### src/rtl/id_ex_pipeline_reg.sv
`default_nettype none
// ============================================================================
// Module      : id_ex_pipeline_reg
// Description : ID/EX pipeline register for the RV32I 5-stage core. It holds
//               during load-use stalls and inserts a bubble on a taken-branch
//               flush. While holding, it picks up writeback-stage writes to
//               its source operands. It also counts stall and flush events
//               for performance debug.
// Revision    : 1.0 - initial release
// ============================================================================
module id_ex_pipeline_reg #(
    parameter int XLEN  = 32,
    parameter int CNT_W = 16
) (
    input  logic              clk,
    input  logic              rst,

    input  logic              valid_ID,
    input  logic [XLEN-1:0]   PC_ID,
    input  logic [XLEN-1:0]   PC_4_ID,
    input  logic [XLEN-1:0]   U_imm_ID,
    input  logic [XLEN-1:0]   I_imm_ID,
    input  logic [XLEN-1:0]   rs1_data_ID,
    input  logic [XLEN-1:0]   rs2_data_ID,
    input  logic [4:0]        rs1_ID,
    input  logic [4:0]        rs2_ID,
    input  logic [4:0]        rd_ID,
    input  logic [3:0]        ALU_op_ID,
    input  logic [2:0]        RF_sel_ID,
    input  logic              we_reg_ID,
    input  logic              we_mem_ID,
    input  logic              is_load_ID,
    input  logic              is_branch_ID,

    input  logic              stall,
    input  logic              flush,

    input  logic [4:0]        rd_WB,
    input  logic              we_reg_WB,
    input  logic [XLEN-1:0]   data_WB,

    output logic              valid_EX,
    output logic [XLEN-1:0]   PC_EX,
    output logic [XLEN-1:0]   PC_4_EX,
    output logic [XLEN-1:0]   U_imm_EX,
    output logic [XLEN-1:0]   I_imm_EX,
    output logic [XLEN-1:0]   rs1_data_EX,
    output logic [XLEN-1:0]   rs2_data_EX,
    output logic [4:0]        rs1_EX,
    output logic [4:0]        rs2_EX,
    output logic [4:0]        rd_EX,
    output logic [3:0]        ALU_op_EX,
    output logic [2:0]        RF_sel_EX,
    output logic              we_reg_EX,
    output logic              we_mem_EX,
    output logic              is_load_EX,
    output logic              is_branch_EX,

    output logic              hold_ID,
    output logic [CNT_W-1:0]  stall_cnt,
    output logic [CNT_W-1:0]  flush_cnt
);

    localparam logic [1:0] c_MODE_LOAD   = 2'd0;
    localparam logic [1:0] c_MODE_BUBBLE = 2'd1;
    localparam logic [1:0] c_MODE_HOLD   = 2'd2;

    localparam logic [CNT_W-1:0] c_CNT_MAX = {CNT_W{1'b1}};

    logic              r_valid_EX;
    logic [XLEN-1:0]   r_PC_EX;
    logic [XLEN-1:0]   r_PC_4_EX;
    logic [XLEN-1:0]   r_U_imm_EX;
    logic [XLEN-1:0]   r_I_imm_EX;
    logic [XLEN-1:0]   r_rs1_data_EX;
    logic [XLEN-1:0]   r_rs2_data_EX;
    logic [4:0]        r_rs1_EX;
    logic [4:0]        r_rs2_EX;
    logic [4:0]        r_rd_EX;
    logic [3:0]        r_ALU_op_EX;
    logic [2:0]        r_RF_sel_EX;
    logic              r_we_reg_EX;
    logic              r_we_mem_EX;
    logic              r_is_load_EX;
    logic              r_is_branch_EX;
    logic [CNT_W-1:0]  r_stall_cnt;
    logic [CNT_W-1:0]  r_flush_cnt;

    logic [1:0]        w_mode;
    logic              w_snoop_rs1;
    logic              w_snoop_rs2;
    logic              w_stall_evt;
    logic              w_flush_evt;

    // Stall outranks flush: a held EX instruction has not resolved its branch.
    always_comb begin
        w_mode = c_MODE_LOAD;
        if (stall) begin
            w_mode = c_MODE_HOLD;
        end else if (flush) begin
            w_mode = c_MODE_BUBBLE;
        end
    end

    assign w_snoop_rs1 = we_reg_WB && (rd_WB != 5'd0) && (rd_WB == r_rs1_EX);
    assign w_snoop_rs2 = we_reg_WB && (rd_WB != 5'd0) && (rd_WB == r_rs2_EX);
    assign w_stall_evt = stall && r_valid_EX;
    assign w_flush_evt = (w_mode == c_MODE_BUBBLE);

    // Control bits and register indices: cleared on bubble, gated by valid on load.
    always_ff @(posedge clk or negedge rst) begin
        if (!rst) begin
            r_valid_EX     <= 1'b0;
            r_we_reg_EX    <= 1'b0;
            r_we_mem_EX    <= 1'b0;
            r_is_load_EX   <= 1'b0;
            r_is_branch_EX <= 1'b0;
            r_rs1_EX       <= 5'd0;
            r_rs2_EX       <= 5'd0;
            r_rd_EX        <= 5'd0;
        end else begin
            case (w_mode)
                c_MODE_LOAD: begin
                    r_valid_EX     <= valid_ID;
                    r_we_reg_EX    <= valid_ID & we_reg_ID;
                    r_we_mem_EX    <= valid_ID & we_mem_ID;
                    r_is_load_EX   <= valid_ID & is_load_ID;
                    r_is_branch_EX <= valid_ID & is_branch_ID;
                    r_rs1_EX       <= rs1_ID;
                    r_rs2_EX       <= rs2_ID;
                    r_rd_EX        <= rd_ID;
                end
                c_MODE_BUBBLE: begin
                    r_valid_EX     <= 1'b0;
                    r_we_reg_EX    <= 1'b0;
                    r_we_mem_EX    <= 1'b0;
                    r_is_load_EX   <= 1'b0;
                    r_is_branch_EX <= 1'b0;
                    r_rs1_EX       <= 5'd0;
                    r_rs2_EX       <= 5'd0;
                    r_rd_EX        <= 5'd0;
                end
                default: begin
                end
            endcase
        end
    end

    // Datapath fields only change on load; bubbles leave them as don't-care.
    always_ff @(posedge clk or negedge rst) begin
        if (!rst) begin
            r_PC_EX     <= '0;
            r_PC_4_EX   <= '0;
            r_U_imm_EX  <= '0;
            r_I_imm_EX  <= '0;
            r_ALU_op_EX <= 4'd0;
            r_RF_sel_EX <= 3'd0;
        end else if (w_mode == c_MODE_LOAD) begin
            r_PC_EX     <= PC_ID;
            r_PC_4_EX   <= PC_4_ID;
            r_U_imm_EX  <= U_imm_ID;
            r_I_imm_EX  <= I_imm_ID;
            r_ALU_op_EX <= ALU_op_ID;
            r_RF_sel_EX <= RF_sel_ID;
        end
    end

    // Operand data also refreshes from WB while holding so it cannot go stale.
    always_ff @(posedge clk or negedge rst) begin
        if (!rst) begin
            r_rs1_data_EX <= '0;
            r_rs2_data_EX <= '0;
        end else begin
            case (w_mode)
                c_MODE_LOAD: begin
                    r_rs1_data_EX <= rs1_data_ID;
                    r_rs2_data_EX <= rs2_data_ID;
                end
                c_MODE_HOLD: begin
                    if (w_snoop_rs1) begin
                        r_rs1_data_EX <= data_WB;
                    end
                    if (w_snoop_rs2) begin
                        r_rs2_data_EX <= data_WB;
                    end
                end
                default: begin
                end
            endcase
        end
    end

    always_ff @(posedge clk or negedge rst) begin
        if (!rst) begin
            r_stall_cnt <= '0;
            r_flush_cnt <= '0;
        end else begin
            if (w_stall_evt && (r_stall_cnt != c_CNT_MAX)) begin
                r_stall_cnt <= r_stall_cnt + 1'b1;
            end
            if (w_flush_evt && (r_flush_cnt != c_CNT_MAX)) begin
                r_flush_cnt <= r_flush_cnt + 1'b1;
            end
        end
    end

    assign hold_ID      = stall & rst;

    assign valid_EX     = r_valid_EX;
    assign PC_EX        = r_PC_EX;
    assign PC_4_EX      = r_PC_4_EX;
    assign U_imm_EX     = r_U_imm_EX;
    assign I_imm_EX     = r_I_imm_EX;
    assign rs1_data_EX  = r_rs1_data_EX;
    assign rs2_data_EX  = r_rs2_data_EX;
    assign rs1_EX       = r_rs1_EX;
    assign rs2_EX       = r_rs2_EX;
    assign rd_EX        = r_rd_EX;
    assign ALU_op_EX    = r_ALU_op_EX;
    assign RF_sel_EX    = r_RF_sel_EX;
    assign we_reg_EX    = r_we_reg_EX;
    assign we_mem_EX    = r_we_mem_EX;
    assign is_load_EX   = r_is_load_EX;
    assign is_branch_EX = r_is_branch_EX;
    assign stall_cnt    = r_stall_cnt;
    assign flush_cnt    = r_flush_cnt;

endmodule
`default_nettype wire

### config.mk
export PLATFORM = sky130hd
export DESIGN_NAME = id_ex_pipeline_reg
export DESIGN_NICKNAME = d
export VERILOG_FILES = /design/src/rtl/id_ex_pipeline_reg.sv
export SDC_FILE = /design/constraint.sdc
export NUM_CORES = 1
export LEC_CHECK = 0
export CAP_MARGIN = 40
export CORE_ASPECT_RATIO = 0.5
export CORE_MARGIN = 1.5
export CORE_UTILIZATION = 30
export DETAILED_ROUTE_END_ITERATION = 10
export GPL_ROUTABILITY_DRIVEN = 1
export SLEW_MARGIN = 20
export SYNTH_ARGS = -nofsm -noshare
export SYNTH_HDL_FRONTEND = slang
export SYNTH_SLANG_ARGS = --single-unit
### constraint.sdc
create_clock -name clk -period 3.2 [get_ports clk]
set_input_delay 0.64 -clock clk [delete_from_list [all_inputs] [get_ports clk]]
set_output_delay 0.64 -clock clk [all_outputs]
set_load 0.02 [all_outputs]
==> results_dict.tcl, run 1 <==
set metrics [dict create \
    tightest_slew_ns 0.822 \
    fillers 3100 \
    critical_path_start_type "input port" \
    routed-via-count 8324 \
    synth_area_leader_cell "sky130_fd_sc_hd__dfrtp_1" \
    cts_root_buf "sky130_fd_sc_hd__clkbuf_16" \
    cts_resized 0 \
    worst_slew_slack_as_a_fraction_of_its_limit_pct 45.2 \
    clock_sink_count 251 \
    syn_avg_cell_area_um2 13.3 \
    clock.fmax_ghz 0.356 \
    criticalPathCategory "in -> out" \
    ys_seq_area_share_pct 58.2 \
    total_detailed_routing_wirelength_um 36900 \
    core_region_area_um2 35000 \
    synthesis.area_um2 10800 \
    std_cell_rows 48 \
    num-nets-final 1586 \
    worstHoldPathType "in -> async" \
    dpl-instance-area_um2 16500 \
    grt_first_pass_wirelength_um 53600 \
    finalWeightedCongestion 0.896 \
    worstPathRequired_ns 2.56 \
    detail_route.iter0.violations 331 \
    layout.cells.most_common "sky130_fd_sc_hd__clkdlybuf4s50_1" \
    finalSetupViolCount 0 \
    setup_total_negative_slack_ns 0 \
    postSynthCellCount 810 \
    design.die.area_um2 37200 \
    async_flop_share_pct 100 \
    arrival_ns 2.17 \
    timing.final.max_slew_violations 0 \
    tritoncts "built" \
    p_leak_nw 7.45 \
    max_cap_viol_count 0 \
    detail-route-antenna-nets 0 \
    die_w_um 271 \
    synthesis.yosys.warnings 0 \
    flow.area_growth_from_synthesis_pct 61.2 \
    cts_post_setup_buffers_inserted 0 \
    hold_viol_final 0 \
    vias_per_cell 4.56 \
    cts_buffers 26 \
    insertion_delay_ns 0.54 \
    grt_pass1_vias 8766 \
    post-route-drc-count 0 \
    ys_dominant_reg_cell "sky130_fd_sc_hd__dfrtp_1" \
    grt_max_degree 149 \
    dp_hpwl_um 28300 \
    buffer_ports.inserted 512 \
    worst_hold_margin_ns 0.498 \
    synth.top_cells.by_area "sky130_fd_sc_hd__dfrtp_1, sky130_fd_sc_hd__mux2_2, sky130_fd_sc_hd__mux2_4" \
    final-seq-area_um2 6280 \
    gr-total-overflow 0 \
    multi_input_comb_area_um2 4050 \
    grt_setup_unrepaired "no" \
    layout.cell_area.non_filler_um2 17400 \
    drt_pre_antenna_iters 6 \
    layout-drive-gt1-share_pct 20.2 \
    h-tree-depth 1 \
    post-route-min-period_ns 2.81 \
    timing.reg2reg.setup_slack_ns 0.92 \
    die_y_um 137 \
    synth_edf_count 0 \
    clk_pin_slew_ns 0.06 \
    final.setup_skew_ns 0.00896 \
    path_max_fanout 10 \
    most-common-layout-cells "sky130_fd_sc_hd__clkdlybuf4s50_1, sky130_fd_sc_hd__dfrtp_1, sky130_fd_sc_hd__mux2_2, sky130_fd_sc_hd__o21ai_0, sky130_fd_sc_hd__inv_1" \
    grt_antenna_before_repair 5 \
    power-per-cell-area_nw_per_um2 587 \
    synth_seq_cells 251 \
    initial_core_util_pct 30.9 \
    gr-usage-all-layers_pct 18.9 \
    outcome "completed" \
    peakVddDrop_v 0.000270 \
    clockBufferDepth 3 \
    count_of_different_cell_masters_after_synthesis 39 \
    yosys.area.top_type_share_pct 58.2 \
    wire_per_inst_um 20.2 \
    timing.final.crit_share_pct 87.7 \
    worst_setup_path_end_kind "output port" \
    pin_count 513 \
    mappedNetlistNets 1073 \
]
[flip-flops by register name, summed over array words and instances (netlist names)]
signal / count
ALU_op_EX: 4
I_imm_EX: 32
PC_4_EX: 32
PC_EX: 32
RF_sel_EX: 3
U_imm_EX: 32
flush_cnt: 16
is_branch_EX: 1
is_load_EX: 1
rd_EX: 5
rs1_EX: 5
rs1_data_EX: 32
rs2_EX: 5
rs2_data_EX: 32
stall_cnt: 16
valid_EX: 1
we_mem_EX: 1
we_reg_EX: 1
[stage by stage]
stage	std cells	util (%)	power, mW	setup WS [ns]
floorplan	810	-	5.34	0.845
global placement	1768	47.0	7.00	0.444
detailed placement	1769	47.1	7.05	0.432
CTS	1818	49.7	10.4	0.382
global route	1823	49.8	10.7	0.351
finish	1825	49.8	10.2	0.393
[synth_stat cells (all sizes together), types with 2 or more instances]
| cell type | number |
|---|---|
| nor4 | 3 |
| a2111oi | 5 |
| or2 | 3 |
| dfrtp | 251 |
| buf | 24 |
| inv | 68 |
| nand2 | 53 |
| clkbuf | 16 |
| a31oi | 2 |
| nand3 | 12 |
| xnor2 | 16 |
| a211oi | 4 |
| nor3 | 8 |
| ha | 2 |
| mux2 | 203 |
| nor2 | 6 |
| xor2 | 21 |
| a22o | 15 |
| and4 | 2 |
| o21ai | 70 |
| and3 | 2 |
| nand4 | 11 |
[final cells by class]
type	instances	area share, %
Multi-Input combinational cell	451	23.3
Antenna cell	7	0.101
Timing Repair Buffer	525	30.4
Sequential cell	251	36.1
Clock inverter	12	0.819
Clock buffer	36	4.42
Tap cell	475	3.41
Inverter	68	1.47
[layer usage]
| metal | vias up | global-route usage [%] | wire (um) |
|---|---|---|---|
| met2 | 193 | 35.4 | 20000 |
| met5 | - | 0 | 0 |
| li1 | 3836 | - | - |
| met3 | 69 | 3.53 | 1440 |
| met1 | 4226 | 21.5 | 14200 |
| met4 | 0 | 7.19 | 1260 |
[where the power goes]
part / switching [mW] / total [mW] / internal [mW]
clock network: 1.33 / 3.25 / 1.92
logic: 1.36 / 2.97 / 1.61
registers: 0.348 / 4.01 / 3.66
[logic make-up (layout without fill, tap and decap cells)]
logic type | after synthesis | after routing | synth area share (%)
and+or+nand+nor | 109 | 109 | 4.97
adders and majority gates | 2 | 2 | 0.232
other | 0 | 7 | 0
buffers and inverters | 108 | 641 | 4.40
AOI/OAI and AO/OA | 100 | 100 | 5.96
muxes | 203 | 203 | 23.3
xor gates and xnor gates | 37 | 37 | 3.00
DFF | 251 | 251 | 58.2
[worst max-delay path, stage by stage]
cell,delay (ns)
sky130_fd_sc_hd__dlygate4sd3_1,0.56
sky130_fd_sc_hd__buf_8,0.17
sky130_fd_sc_hd__and2_1,0.17
sky130_fd_sc_hd__clkdlybuf4s50_1,0.62
[what timing repair did]
action                                 4_1_cts  5_1_grt
setup endpoints to repair                    0        0
hold buffers                                 1        0
endpoints found under the hold margin        6        0
[final timing paths]
check,startpoint,endpoint,depth (start not counted)
worst max-delay path,rst,hold_ID,4
min in group clk,is_load_EX,is_load_EX,2
max in group asynchronous,rst,U_imm_EX[3],3
worst min register to register,is_load_EX,is_load_EX,2
worst min-delay path,rst,rs2_data_EX[17],2
worst max register to register,stall_cnt[0],stall_cnt[14],6
No activity file was read; power rests on OpenSTA's default activity.
==> inputs of run 2 (changes only) <==
--- a/config.mk
+++ b/config.mk
@@ -8,7 +8,7 @@
 export CAP_MARGIN = 40
 export CORE_ASPECT_RATIO = 0.5
 export CORE_MARGIN = 1.5
-export CORE_UTILIZATION = 30
+export CORE_UTILIZATION = 28
 export DETAILED_ROUTE_END_ITERATION = 10
 export GPL_ROUTABILITY_DRIVEN = 1
 export SLEW_MARGIN = 20
==> constraint.sdc (replaced) <==
create_clock -name clk -period 3 [get_ports clk]
set_input_delay 0.6 -clock clk [delete_from_list [all_inputs] [get_ports clk]]
set_output_delay 0.6 -clock clk [all_outputs]
set_load 0.02 [all_outputs]
==> results_dict.tcl, run 2 (synthesis gave the netlist of run 1 again) <==
set metrics [dict create \
    vias_per_cell 4.40 \
    clock.fmax_ghz 0.388 \
    outcome "completed" \
    timing.final.max_slew_violations 0 \
    setup_total_negative_slack_ns 0 \
    cts_resized 0 \
    gr-usage-all-layers_pct 18.0 \
    power.share.sequential_pct 39.6 \
    h-tree-depth 1 \
    design.die.area_um2 39800 \
    peakVddDrop_v 0.000364 \
    p_comb_share_pct 29.5 \
    p_int_mw 7.57 \
    worst_slew_slack_as_a_fraction_of_its_limit_pct 50.4 \
    hold_depth 2 \
    grt_max_degree 134 \
    worstPathRequired_ns 2.40 \
    tightest_slew_ns 0.743 \
    layout-drive-gt1-share_pct 20.3 \
    finalSetupViolCount 0 \
    total_detailed_routing_wirelength_um 37200 \
    cpMaxStageDelayCell "sky130_fd_sc_hd__clkdlybuf4s50_1" \
    p_leak_nw 7.46 \
    final.setup_skew_ns 0.0190 \
    max_cap_viol_count 0 \
    crit-reg2reg-launch "stall_cnt[0]" \
    path_max_fanout 2 \
    worstHoldPathType "reg -> reg" \
    finalWeightedCongestion 0.909 \
    worst_setup_path_end_kind "output port" \
    most-common-layout-cells "sky130_fd_sc_hd__clkdlybuf4s50_1, sky130_fd_sc_hd__dfrtp_1, sky130_fd_sc_hd__mux2_2, sky130_fd_sc_hd__o21ai_0, sky130_fd_sc_hd__inv_1" \
    hold_viol_final 0 \
    timing.final.crit_share_pct 85.8 \
    grt_antenna_before_repair 2 \
    insertion_delay_ns 0.54 \
    layout.cells.most_common "sky130_fd_sc_hd__clkdlybuf4s50_1" \
    clock_sink_count 251 \
    power-per-cell-area_nw_per_um2 617 \
    layout.cell_area.non_filler_um2 17500 \
    tritoncts "built" \
    cts_post_setup_buffers_inserted 0 \
    cts_root_buf "sky130_fd_sc_hd__clkbuf_16" \
    critical_path_start_type "input port" \
    criticalPathCategory "in -> out" \
    p_sw_share_pct 29.8 \
    list_of_cells_traversed_by_the_critical_path "dlygate4sd3_1, buf_8, and2_1, clkdlybuf4s50_1" \
    power_switching_mw 3.21 \
    dp_hpwl_um 28800 \
    detail-route-antenna-nets 0 \
    die_y_um 142 \
    routed-via-count 8206 \
    postLayoutCoreUtil_pct 46.4 \
    p_clk_share_pct 30.9 \
    holdCritStartpoint "is_branch_EX" \
    cts_buffers 25 \
    post-route-drc-count 0 \
    initial_core_util_pct 28.7 \
    gr-total-overflow 0 \
    layout.cells.non_filler 1866 \
    post-route-min-period_ns 2.58 \
    timing.critical_path.from "rst" \
    dpl-instance-area_um2 16500 \
    std_cell_rows 50 \
    pin_count 513 \
    reg2reg_depth 6 \
    place.detailed.instances 1816 \
    buffer_ports.inserted 512 \
    grt_pass1_vias 8689 \
    grt_setup_unrepaired "no" \
    num-nets-final 1589 \
    arrival_ns 1.98 \
    flow.area_growth_from_synthesis_pct 61.9 \
    clockBufferDepth 3 \
    critical-path-max-stage-delay_ns 0.60 \
    grt_first_pass_wirelength_um 54400 \
    drt_pre_antenna_iters 4 \
    detail_route.iter0.violations 358 \
    clk_pin_slew_ns 0.07 \
    die_w_um 281 \
    wire_per_inst_um 20.0 \
    cts_hold_buf 0 \
    core_region_area_um2 37700 \
]
run 2: cell types whose count changed in the layout (fill, tap and decap cells not counted), sizes merged:
| cell | previous run | this run |
|---|---|---|
| clkinv | 6 | 5 |
| clkbuf | 36 | 34 |
| inv | 68 | 69 |
| diode | 7 | 1 |
| buf | 14 | 18 |
run 2: per-stage QoR:
step	setup slack, ns	power (mW)	hold WS [ns]
after floorplan	0.725	5.69	0.304
after global placement	0.292	7.49	0.467
after detailed placement	0.276	7.53	0.472
after CTS	0.605	10.9	0.210
after global routing	0.386	11.3	0.511
final	0.425	10.8	0.486
run 2: cell type report:
cell class | instances | area (um2)
Sequential cell | 251 | 6280
Clock buffer | 34 | 719
Fill cell | 3460 | 20200
Tap cell | 520 | 651
Multi-Input combinational cell | 451 | 4050
Timing Repair Buffer | 529 | 5370
Inverter | 68 | 255
Clock inverter | 12 | 146
Antenna cell | 1 | 2.50
run 2: worst max-delay path, delay by kind of cell:
family | cells | cell delay (ns)
buffers and inverters | 3 | 1.27
AND/OR/NAND/NOR | 1 | 0.11
run 2: final timing paths:
kind                       slack, ns             to
max                             0.42        hold_ID
min in group asynchronous       0.53  stall_cnt[13]
max in group asynchronous       1.22   flush_cnt[2]
min reg2reg                     0.49   is_branch_EX
min                             0.49   is_branch_EX
max reg2reg                     0.90   stall_cnt[1]
run 2: routing by layer:
metal	track usage (%)	wire length, um
met3	3.51	1320
met2	34.2	20500
met5	0	8
met1	20.0	14000
met4	6.74	1390
run 2: power groups by stage:
stage	Combinational, mW	Clock [mW]	Sequential, mW
floorplan	0.777	0	4.92
global placement	3.17	0	4.32
detailed placement	3.20	0	4.33
CTS	3.22	3.45	4.28
global route	3.33	3.61	4.35
finish	3.18	3.33	4.27
==> inputs of run 3 (changes only) <==
--- a/config.mk
+++ b/config.mk
@@ -9,6 +9,7 @@
 export CORE_ASPECT_RATIO = 0.5
 export CORE_MARGIN = 1.5
 export CORE_UTILIZATION = 28
+export CTS_CLUSTER_SIZE = 12
 export DETAILED_ROUTE_END_ITERATION = 10
 export GPL_ROUTABILITY_DRIVEN = 1
 export SLEW_MARGIN = 20
==> results_dict.tcl, run 3 (synthesis gave the netlist of run 1 again) <==
set metrics [dict create \
    cts_root_buf "sky130_fd_sc_hd__clkbuf_16" \
    list_of_cells_traversed_by_the_critical_path "dlygate4sd3_1, buf_8, and2_1, clkdlybuf4s50_1" \
    grt_antenna_before_repair 2 \
    finalSetupViolCount 0 \
    outcome "completed" \
    buffer_ports.inserted 512 \
    peakVddDrop_v 0.000339 \
    timing.final.max_slew_violations 0 \
    critical-path-max-stage-delay_ns 0.60 \
    critical_path_buf_inv_count 3 \
    timing.final.crit_share_pct 85.8 \
    cts_buffers 26 \
    post-route-drc-count 0 \
    worstPathRequired_ns 2.40 \
    cts_post_setup_buffers_inserted 0 \
    wire_per_inst_um 20.0 \
    flow.area_growth_from_synthesis_pct 60.9 \
    max_cap_viol_count 0 \
    postLayoutCoreUtil_pct 46.1 \
    worst_slew_slack_as_a_fraction_of_its_limit_pct 49.9 \
    gr-total-overflow 0 \
    tritoncts "built" \
    most-common-layout-cells "sky130_fd_sc_hd__clkdlybuf4s50_1, sky130_fd_sc_hd__dfrtp_1, sky130_fd_sc_hd__mux2_2, sky130_fd_sc_hd__o21ai_0, sky130_fd_sc_hd__inv_1" \
    tightest_slew_ns 0.751 \
    die_y_um 142 \
    insertion_delay_ns 0.53 \
    layout.cells.most_common "sky130_fd_sc_hd__clkdlybuf4s50_1" \
    p_leak_nw 7.42 \
    total_detailed_routing_wirelength_um 37200 \
    drt_pre_antenna_iters 7 \
    clock_sink_count 251 \
    gr-usage-all-layers_pct 18.0 \
    design.die.area_um2 39800 \
    worst_path_dominant_cell_family "buffers and inverters" \
    path_max_fanout 2 \
    layout-drive-gt1-share_pct 19.7 \
    post-route-min-period_ns 2.57 \
    grt_first_pass_wirelength_um 54200 \
    clk_pin_slew_ns 0.06 \
    detail_route.iter0.violations 343 \
    criticalPathCategory "in -> out" \
    arrival_ns 1.97 \
    h-tree-depth 1 \
    grt_max_degree 134 \
    grt_pass1_vias 8666 \
    critical_path_start_type "input port" \
    core_region_area_um2 37700 \
    hold_viol_final 0 \
    dp_hpwl_um 28800 \
    power-per-cell-area_nw_per_um2 604 \
    num-nets-final 1590 \
    grt_setup_unrepaired "no" \
    final.setup_skew_ns 0.00685 \
    vias_per_cell 4.42 \
    clockBufferDepth 3 \
    pin_count 513 \
    report.power.total_mw 10.5 \
    worstHoldPathType "reg -> reg" \
    std_cell_rows 50 \
    routed-via-count 8212 \
    detail-route-antenna-nets 0 \
    cpMaxStageDelayCell "sky130_fd_sc_hd__clkdlybuf4s50_1" \
    die_w_um 281 \
    clock.fmax_ghz 0.389 \
    initial_core_util_pct 28.7 \
    finalWeightedCongestion 0.909 \
    setup_total_negative_slack_ns 0 \
    worst_setup_path_end_kind "output port" \
]
-- run 3: changes by cell type in the layout (fill, tap and decap cells not counted), sizes merged --
cell      before  now
clkinvlp       3    0
inv           69   68
bufinv         3    1
clkbuf        34   32
-- run 3: routing by layer --
layer | track usage [%] | up-vias | routed length [um] | part of all wire (%)
li1 | - | 3824 | - | -
met4 | 7.06 | 2 | 1450 | 3.9
met3 | 3.41 | 75 | 1400 | 3.8
met5 | 0 | - | 8 | 0.022
met2 | 33.9 | 165 | 20300 | 55
met1 | 20.0 | 4146 | 14000 | 38
-- run 3: final cells by class --
class | instances | area (um2)
Clock inverter | 6 | 55.1
Tap cell | 520 | 651
Clock buffer | 32 | 704
Timing Repair Buffer | 529 | 5370
Fill cell | 3471 | 20300
Antenna cell | 1 | 2.50
Sequential cell | 251 | 6280
Inverter | 68 | 255
Multi-Input combinational cell | 451 | 4050
-- run 3: repair_timing --
| item | in CTS | in global routing |
|---|---|---|
| hold endpoints to repair | 0 | 1 |
| gates resized for setup | 0 | 0 |
| hold buffers | 0 | 1 |
-- run 3: path summary, 6_finish.rpt --
kind	startpoint	end	slack (ns)	cells past startpoint
worst max-delay path	rst	hold_ID	0.43	4
worst min-delay path	is_branch_EX	is_branch_EX	0.49	2
worst max register to register	stall_cnt[0]	stall_cnt[1]	0.90	6
worst min register to register	is_branch_EX	is_branch_EX	0.49	2
max in group asynchronous	rst	flush_cnt[2]	1.20	5
min in group asynchronous	rst	stall_cnt[13]	0.53	3
-- run 3: worst register-to-register path, cell delays in order (launching register included) --
cell and delay [ns]:
sky130_fd_sc_hd__dfrtp_1 0.40, sky130_fd_sc_hd__ha_1 0.22, sky130_fd_sc_hd__nand4_1 0.24, sky130_fd_sc_hd__nor3_1 0.47
sky130_fd_sc_hd__buf_4 0.24, sky130_fd_sc_hd__a21oi_1 0.11, sky130_fd_sc_hd__mux2_2 0.32
-- run 3: report_power, final --
part	total (mW)	switching [mW]	internal (mW)	leakage, nW
sequential	4.28	0.372	3.90	3.03
combinational	3.17	1.45	1.72	4.00
clock	3.04	1.32	1.72	0.378
-- run 3: per-stage QoR --
stage                     setup slack, ns  hold slack (ns)  std cells  area, um2
after floorplan                     0.725            0.304        810      10800
after detailed placement            0.276            0.472       1816      16500
final                               0.427            0.488       1858      17400
after CTS                           0.605            0.210       1854      17300
after global routing                0.386            0.514       1858      17400
after global placement              0.292            0.467       1816      16500
